File: src/rtl/memory_dumper.sv
// Scans an inclusive, wrap-around address range through a synchronous-read memory
// and streams {address, data} pairs over valid/ready while accumulating an 8-bit checksum.
module memory_dumper #(
  parameter int unsigned RD_LAT = 1
) (
  input  logic       clock,
  input  logic       reset_N,
  input  logic       start,
  input  logic       abort,
  input  logic [7:0] start_adrs,
  input  logic [7:0] end_adrs,
  input  logic [7:0] mm_data,
  output logic [7:0] dm_adrs,
  output logic       dm_active,
  output logic       out_valid,
  input  logic       out_ready,
  output logic [7:0] out_adrs,
  output logic [7:0] out_data,
  output logic       busy,
  output logic       done,
  output logic [7:0] checksum
);

  typedef enum logic [2:0] {
    S_IDLE,
    S_ADDR,
    S_WAIT,
    S_PRESENT,
    S_DONE
  } state_t;

  state_t     state, next_state;
  logic [7:0] end_q;
  logic [1:0] wait_cnt;

  logic handshake;
  logic last_byte;

  assign handshake = (state == S_PRESENT) && out_ready && !abort;
  assign last_byte = (dm_adrs == end_q);

  // NOTE: sequential state uses non-blocking assignments so every register samples pre-edge values.
  always_ff @(posedge clock or negedge reset_N) begin
    if (!reset_N) state <= S_IDLE;
    else          state <= next_state;
  end

  // NOTE: next_state and every output get a default first, so no path can infer a latch.
  always_comb begin
    next_state = state;
    out_valid  = 1'b0;
    dm_active  = 1'b0;
    busy       = 1'b1;
    done       = 1'b0;
    case (state)
      S_IDLE: begin
        busy = 1'b0;
        if (start) next_state = S_ADDR;
      end
      S_ADDR: begin
        dm_active  = 1'b1;
        next_state = S_WAIT;
      end
      S_WAIT: begin
        dm_active = 1'b1;
        if (wait_cnt == 2'd0) next_state = S_PRESENT;
      end
      S_PRESENT: begin
        dm_active = 1'b1;
        out_valid = 1'b1;
        if (out_ready) next_state = last_byte ? S_DONE : S_ADDR;
      end
      S_DONE: begin
        done       = 1'b1;
        next_state = S_IDLE;
      end
      default: next_state = S_IDLE;
    endcase
    // Abort outranks everything, including a same-cycle handshake.
    if (abort && state != S_IDLE) next_state = S_IDLE;
  end

  // NOTE: end_q is a plain register, not a memory, so it is reset along with the rest of the datapath.
  always_ff @(posedge clock or negedge reset_N) begin
    if (!reset_N) begin
      dm_adrs  <= 8'h00;
      end_q    <= 8'h00;
      wait_cnt <= 2'd0;
      out_adrs <= 8'h00;
      out_data <= 8'h00;
      checksum <= 8'h00;
    end else begin
      case (state)
        S_IDLE: begin
          if (start) begin
            dm_adrs  <= start_adrs;
            end_q    <= end_adrs;
            checksum <= 8'h00;
          end
        end
        S_ADDR: begin
          wait_cnt <= 2'(RD_LAT - 1);
        end
        S_WAIT: begin
          if (!abort) begin
            if (wait_cnt == 2'd0) begin
              out_data <= mm_data;
              out_adrs <= dm_adrs;
            end else begin
              wait_cnt <= wait_cnt - 2'd1;
            end
          end
        end
        S_PRESENT: begin
          if (handshake) begin
            checksum <= checksum + out_data;
            if (!last_byte) dm_adrs <= dm_adrs + 8'd1;
          end
        end
        default: ;
      endcase
    end
  end

endmodule
File: config.mk
export PLATFORM = sky130hd
export DESIGN_NAME = memory_dumper
export DESIGN_NICKNAME = d
export VERILOG_FILES = /design/src/rtl/memory_dumper.sv
export SDC_FILE = /design/constraint.sdc
export NUM_CORES = 1
export LEC_CHECK = 0
export CAP_MARGIN = 20
export CORE_UTILIZATION = 49
export CTS_CLUSTER_SIZE = 24
export DETAILED_ROUTE_END_ITERATION = 10
export HOLD_SLACK_MARGIN = 0.06
export PLACE_DENSITY_LB_ADDON = 0.12
export SLEW_MARGIN = 20
export SYNTH_ARGS = -nofsm -noshare
export SYNTH_HDL_FRONTEND = slang
export SYNTH_SLANG_ARGS = --single-unit
File: constraint.sdc
create_clock -name clock -period 2.3 [get_ports clock]
set_input_delay 0.46 -clock clock [delete_from_list [all_inputs] [get_ports clock]]
set_output_delay 0.46 -clock clock [all_outputs]
set_load 0.1 [all_outputs]
-- Word-level counts from Yosys, hierarchy flattened
Index checks and enable logic that the tools add are counted.
- register bits: 45
- bits in latches: 0
- bits in writable memories: 0
- ROM bits: 0
- input port bits: 29
- output and inout port bits: 36
- word-level logic and storage cells: 60
- memories kept: 0
- $add $sub $neg: 3
- $mul: 0
- divide/modulo/power cells: 0
- magnitude comparators: 0
- equal/unequal tests: 13
- shifts and indexed selects: 0
- multiplexer cells: 20
- bitwise logic cells: 1
- reductions and logical operators: 16
- operator list (operator ; count):
    $mux 8 ; 5
    $pmux 8 s2 ; 2
    $mux 3 ; 5
    $pmux 3 s4 ; 1
    $reduce_and 3->1 ; 4
    $ne 2x2->1 const B ; 5
    $add 8x1->8 const B ; 1
    $add 8x8->8 ; 1
    $eq 8x8->1 ; 1
    $eq 3x2->1 const B ; 2
    $ne 3x3->1 const B ; 2
    $mux 1 ; 4
    $mux 2 ; 2
    $pmux 2 s2 ; 1
    $reduce_and 4->1 ; 1
    $reduce_bool 2->1 ; 2
    $eq 3x1->1 const B ; 1
    $eq 3x3->1 const B ; 1
    $logic_and 1x1->1 ; 3
    $logic_not 3->1 ; 1
    $ne 3x2->1 const B ; 1
    $reduce_bool 3->1 ; 1
    $reduce_or 3->1 ; 1
    $logic_not 2->1 ; 1
    other kinds (4) ; 4

-- Logic depth before layout (Yosys ltp)
- depth in word-level cells: 5
- mapped depth: 7
- depth with buffers taken out: 7

-- Worst setup path after synthesis
No wires, ideal clock.
- path kind: reg-to-output
- from: reg state[0]
- to: out dm_active
- arrival: 1.903 ns
- data required time: 1.840 ns
- slack: -0.063 ns
- cell stages (with the launch flop): 4
- path buffers: 1
- cell sequence: dfrtp_1 > buf_2 > nor2_1 > nor2_1
- longest elaborated chain between the ends: 3
- elaborated cells on any way between the ends: 5
- classes of those cells: 3 x eq/ne; 1 x mux; 1 x reduce/logical
- ends and longest elaborated chain (item ; line ; RTL):
    from (decl) ; 32 ; state_t state, next_state;
    from (signal assigned) ; 45 ; else state <= next_state;
    $eq 3x2->1 or $eq 3x1->1 (tied branches) ; 55 ; case (state)
    $reduce_or 3->1 (no line) * ; -- ;
    $mux 1 * ; 55 ;
    to (decl) ; 14 ; output logic dm_active,
Mark *: on every way between the ends. The rest lies on a longest branch, timed or not.

-- Final worst setup path
- from: reg state[2]
- to: out out_valid
- longest elaborated chain between the ends: 2
- ends and longest elaborated chain (item ; line ; RTL):
    $eq 3x2->1 ; 55 ;
    $mux 1 ; 55 ;
    to (decl) ; 15 ; output logic out_valid,
No other way between the ends.

==> flow_summary.yaml <==
outcome:
  status: "completed"
routing:
  wl_um: 5583
  drt-pass1-iter-count: 4
  drt_iter0_drc: 118
  drt.antenna.violating_nets: 0
  wl_per_cell_um: 14.65
  vias_per_cell: 5.430
  drc: 0
  vias: 2069
synthesis:
  synth.distinct_cells: 48
  synthesis.area_mm2: 0.002487
  synth-main-ff-cell: "dfrtp_1"
  synth_top_area_cell: "dfrtp_1"
  yosysTopAreaCellShare_pct: 45.27
  syn_nets: 278
  ys_seq_area_share_pct: 45.27
  syn_avg_cell_area_um2: 10.41
  ys_ff_latch: 45
  synth-edff-count: 0
  netlist_instances: 239
  netlist_top_cells_area: "dfrtp_1 45%, mux2_2 6.8%, nand2_1 6.3%"
  ys_warn_count: 0
  async_flop_share_pct: 100.0
cts:
  tritoncts: "built"
  cts-buffers-inserted: 5
  cts-root-buf: "clkbuf_8"
  path_clk_slew_ns: 0.08
  clk_latency_ns: 0.30
  ctsResizeCount: 0
  cts.sinks: 45
  cts_setup_buffers: 0
  hold_buffers: 0
  clockBufferDepth: 2
  htreeDepth: 2
placed_design:
  dp_hpwl_um: 4138
  place_congestion: 0.7896
  io_buffers: 64
timing:
  worst_slew_pin_slew_ns: 0.4982
  fin_worst_skew_ns: 0.007308
  slew_headroom_pct: 66.79
  fmax_mhz: 499.5
  hold_viol_final: 0
  post-route-min-period_ns: 2.002
  grt_setup_unrepaired: "no"
  setup_viol: 0
  drv_slew: 0
  post-route-period-util_pct: 87.04
  tns_ns: 0
setup_path:
  cp_data_required_time_ns: 1.84
  critPathLaunchType: "flip-flop"
  worstSetupPathType: "reg2out"
  cp_max_fo: 9
  cp-end-kind: "output port"
  arrival_ns: 1.54
floorplan:
  core_mm2: 0.004817
  die_area_mm2: 0.005366
  fp.dieW_um: 73.25
  io_pins: 65
  die_y_um: 73.25
  rows: 25
  initial_utilization_pct: 51.64
layout:
  fillCellCount: 410
  area_growth_pct: 32.44
  layout-drive-gt1-share_pct: 28.66
  antenna_cells: 0
  final_net_count: 352
flow_run:
  maxCapViolations: 0
global_routing:
  antenna_found_initial: 0
  grt_pass1_vias: 1998
  grt_max_degree: 23
  grt_pass1_wl_um: 9335
  grtUsageTotal_pct: 22.88
  grt_overflow_total: 0
worst_hold_path:
  hold_class: "in2async"
==> cells in the final DEF (no fill, tap or decap), types with 3 or more instances in the layout <==
master           synthesis  routed
a21o_1                   5       5
a21oi_1                  9       9
and2_1                   3       3
and3_1                   5       5
buf_12                   0       3
buf_4                    0      45
clkbuf_8                 0       6
clkdlybuf4s50_1          0      27
dfrtp_1                 45      36
dfrtp_2                  0       9
ha_1                     9       9
inv_1                    4       4
mux2_2                  15      15
nand2_1                 42      42
nand3_1                 10      10
nor2_1                  11      10
nor3b_1                  4       4
o21ai_0                  8       8
o22ai_1                  6       6
o2bb2ai_1                6       6
xnor2_1                  4       4
xor2_1                   9       9
==> metal layers <==
| layer | up-vias | track usage (%) | share of wire [%] | routed length [um] |
|---|---|---|---|---|
| met5 | - | 0 | 0 | 0 |
| met1 | 988 | 33.84 | 49 | 2761 |
| met3 | 7 | 4.115 | 4.5 | 254 |
| li1 | 1008 | - | - | - |
| met4 | 0 | 6.318 | 1.0 | 57 |
| met2 | 66 | 34.47 | 45 | 2509 |
==> area by class of cell <==
type	count	area (um2)	area share [%]
Sequential cell	45	1137	34.52
Inverter	4	15.01	0.4558
Tap cell	67	83.83	2.545
Clock buffer	8	90.09	2.735
Timing Repair Buffer	76	673.1	20.43
Multi-Input combinational cell	181	1295	39.31
==> cell families (layout without fill, tap and decap cells) <==
kind of cell / count (synthesis) / after routing / synth area share [%]
AO/OA/AOI/OAI: 48 / 48 / 13.23
XOR/XNOR: 13 / 13 / 4.577
adder cells (fa/ha/maj): 10 / 10 / 5.332
buffers and inverters: 13 / 88 / 2.766
flip-flops: 45 / 45 / 45.27
multiplexers: 16 / 16 / 7.394
AND/OR/NAND/NOR: 94 / 94 / 21.43
==> flip-flops by register name, summed over array words and instances (netlist names) <==
| name | count |
|---|---|
| end_q | 8 |
| state | 3 |
| out_adrs | 8 |
| dm_adrs | 8 |
| out_data | 8 |
| wait_cnt | 2 |
| checksum | 8 |
==> final timing paths <==
path,from,endpoint,slack [ns],cells past startpoint
worst max-delay path,state[2]$_DFFE_PN0P_,out_valid,0.30,3
worst min-delay path,reset_N,dm_adrs[2]$_DFFE_PN0P_,0.12,1
worst max register to register,out_data[0]$_DFFE_PN0P_,checksum[6]$_DFFE_PN0P_,0.34,7
worst min register to register,end_q[4]$_DFFE_PN0P_,end_q[4]$_DFFE_PN0P_,0.50,2
max in group asynchronous,reset_N,out_data[0]$_DFFE_PN0P_,1.61,2
min in group clock,end_q[4]$_DFFE_PN0P_,end_q[4]$_DFFE_PN0P_,0.50,2
==> per-stage QoR <==
step           hold WS (ns)  cells  worst slack, ns  utilization [%]  instance area, um2
2_1_floorplan        0.1644    239         0.006212                -                2501
3_3_place_gp         0.4524    373           0.1845            66.52                3204
3_5_place_dp         0.4599    373           0.1391            66.52                3204
4_1_cts              0.1272    381           0.2925            68.39                3294
5_1_grt              0.1552    381           0.2268            68.39                3294
6_report             0.1186    381           0.2981            68.39                3294
==> worst max-delay path, cell delays in order, from the launching register on <==
cell	delay (ns)
dfrtp_1	0.51
nand3b_2	0.27
inv_1	0.24
buf_12	0.22
==> synthesized netlist by cell type (2+ instances only) <==
master,count
nor4_4,2
o21ai_0,8
o22ai_1,6
a211oi_1,2
nor4b_1,2
nor2b_1,2
xnor2_1,4
dfrtp_1,45
xor2_1,9
inv_1,4
o2bb2ai_1,6
buf_6,2
ha_1,9
buf_2,4
a21o_1,5
nand3_1,10
clkbuf_1,3
mux2_2,15
nand2_1,42
o211ai_1,2
nand3b_2,2
nor3_1,2
and2_1,3
and3_1,5
nor2_1,11
nor3b_1,4
a21oi_1,9
Power is not shown: default switching activity piles up to over one toggle a cycle in this logic, so the estimate is an artifact.
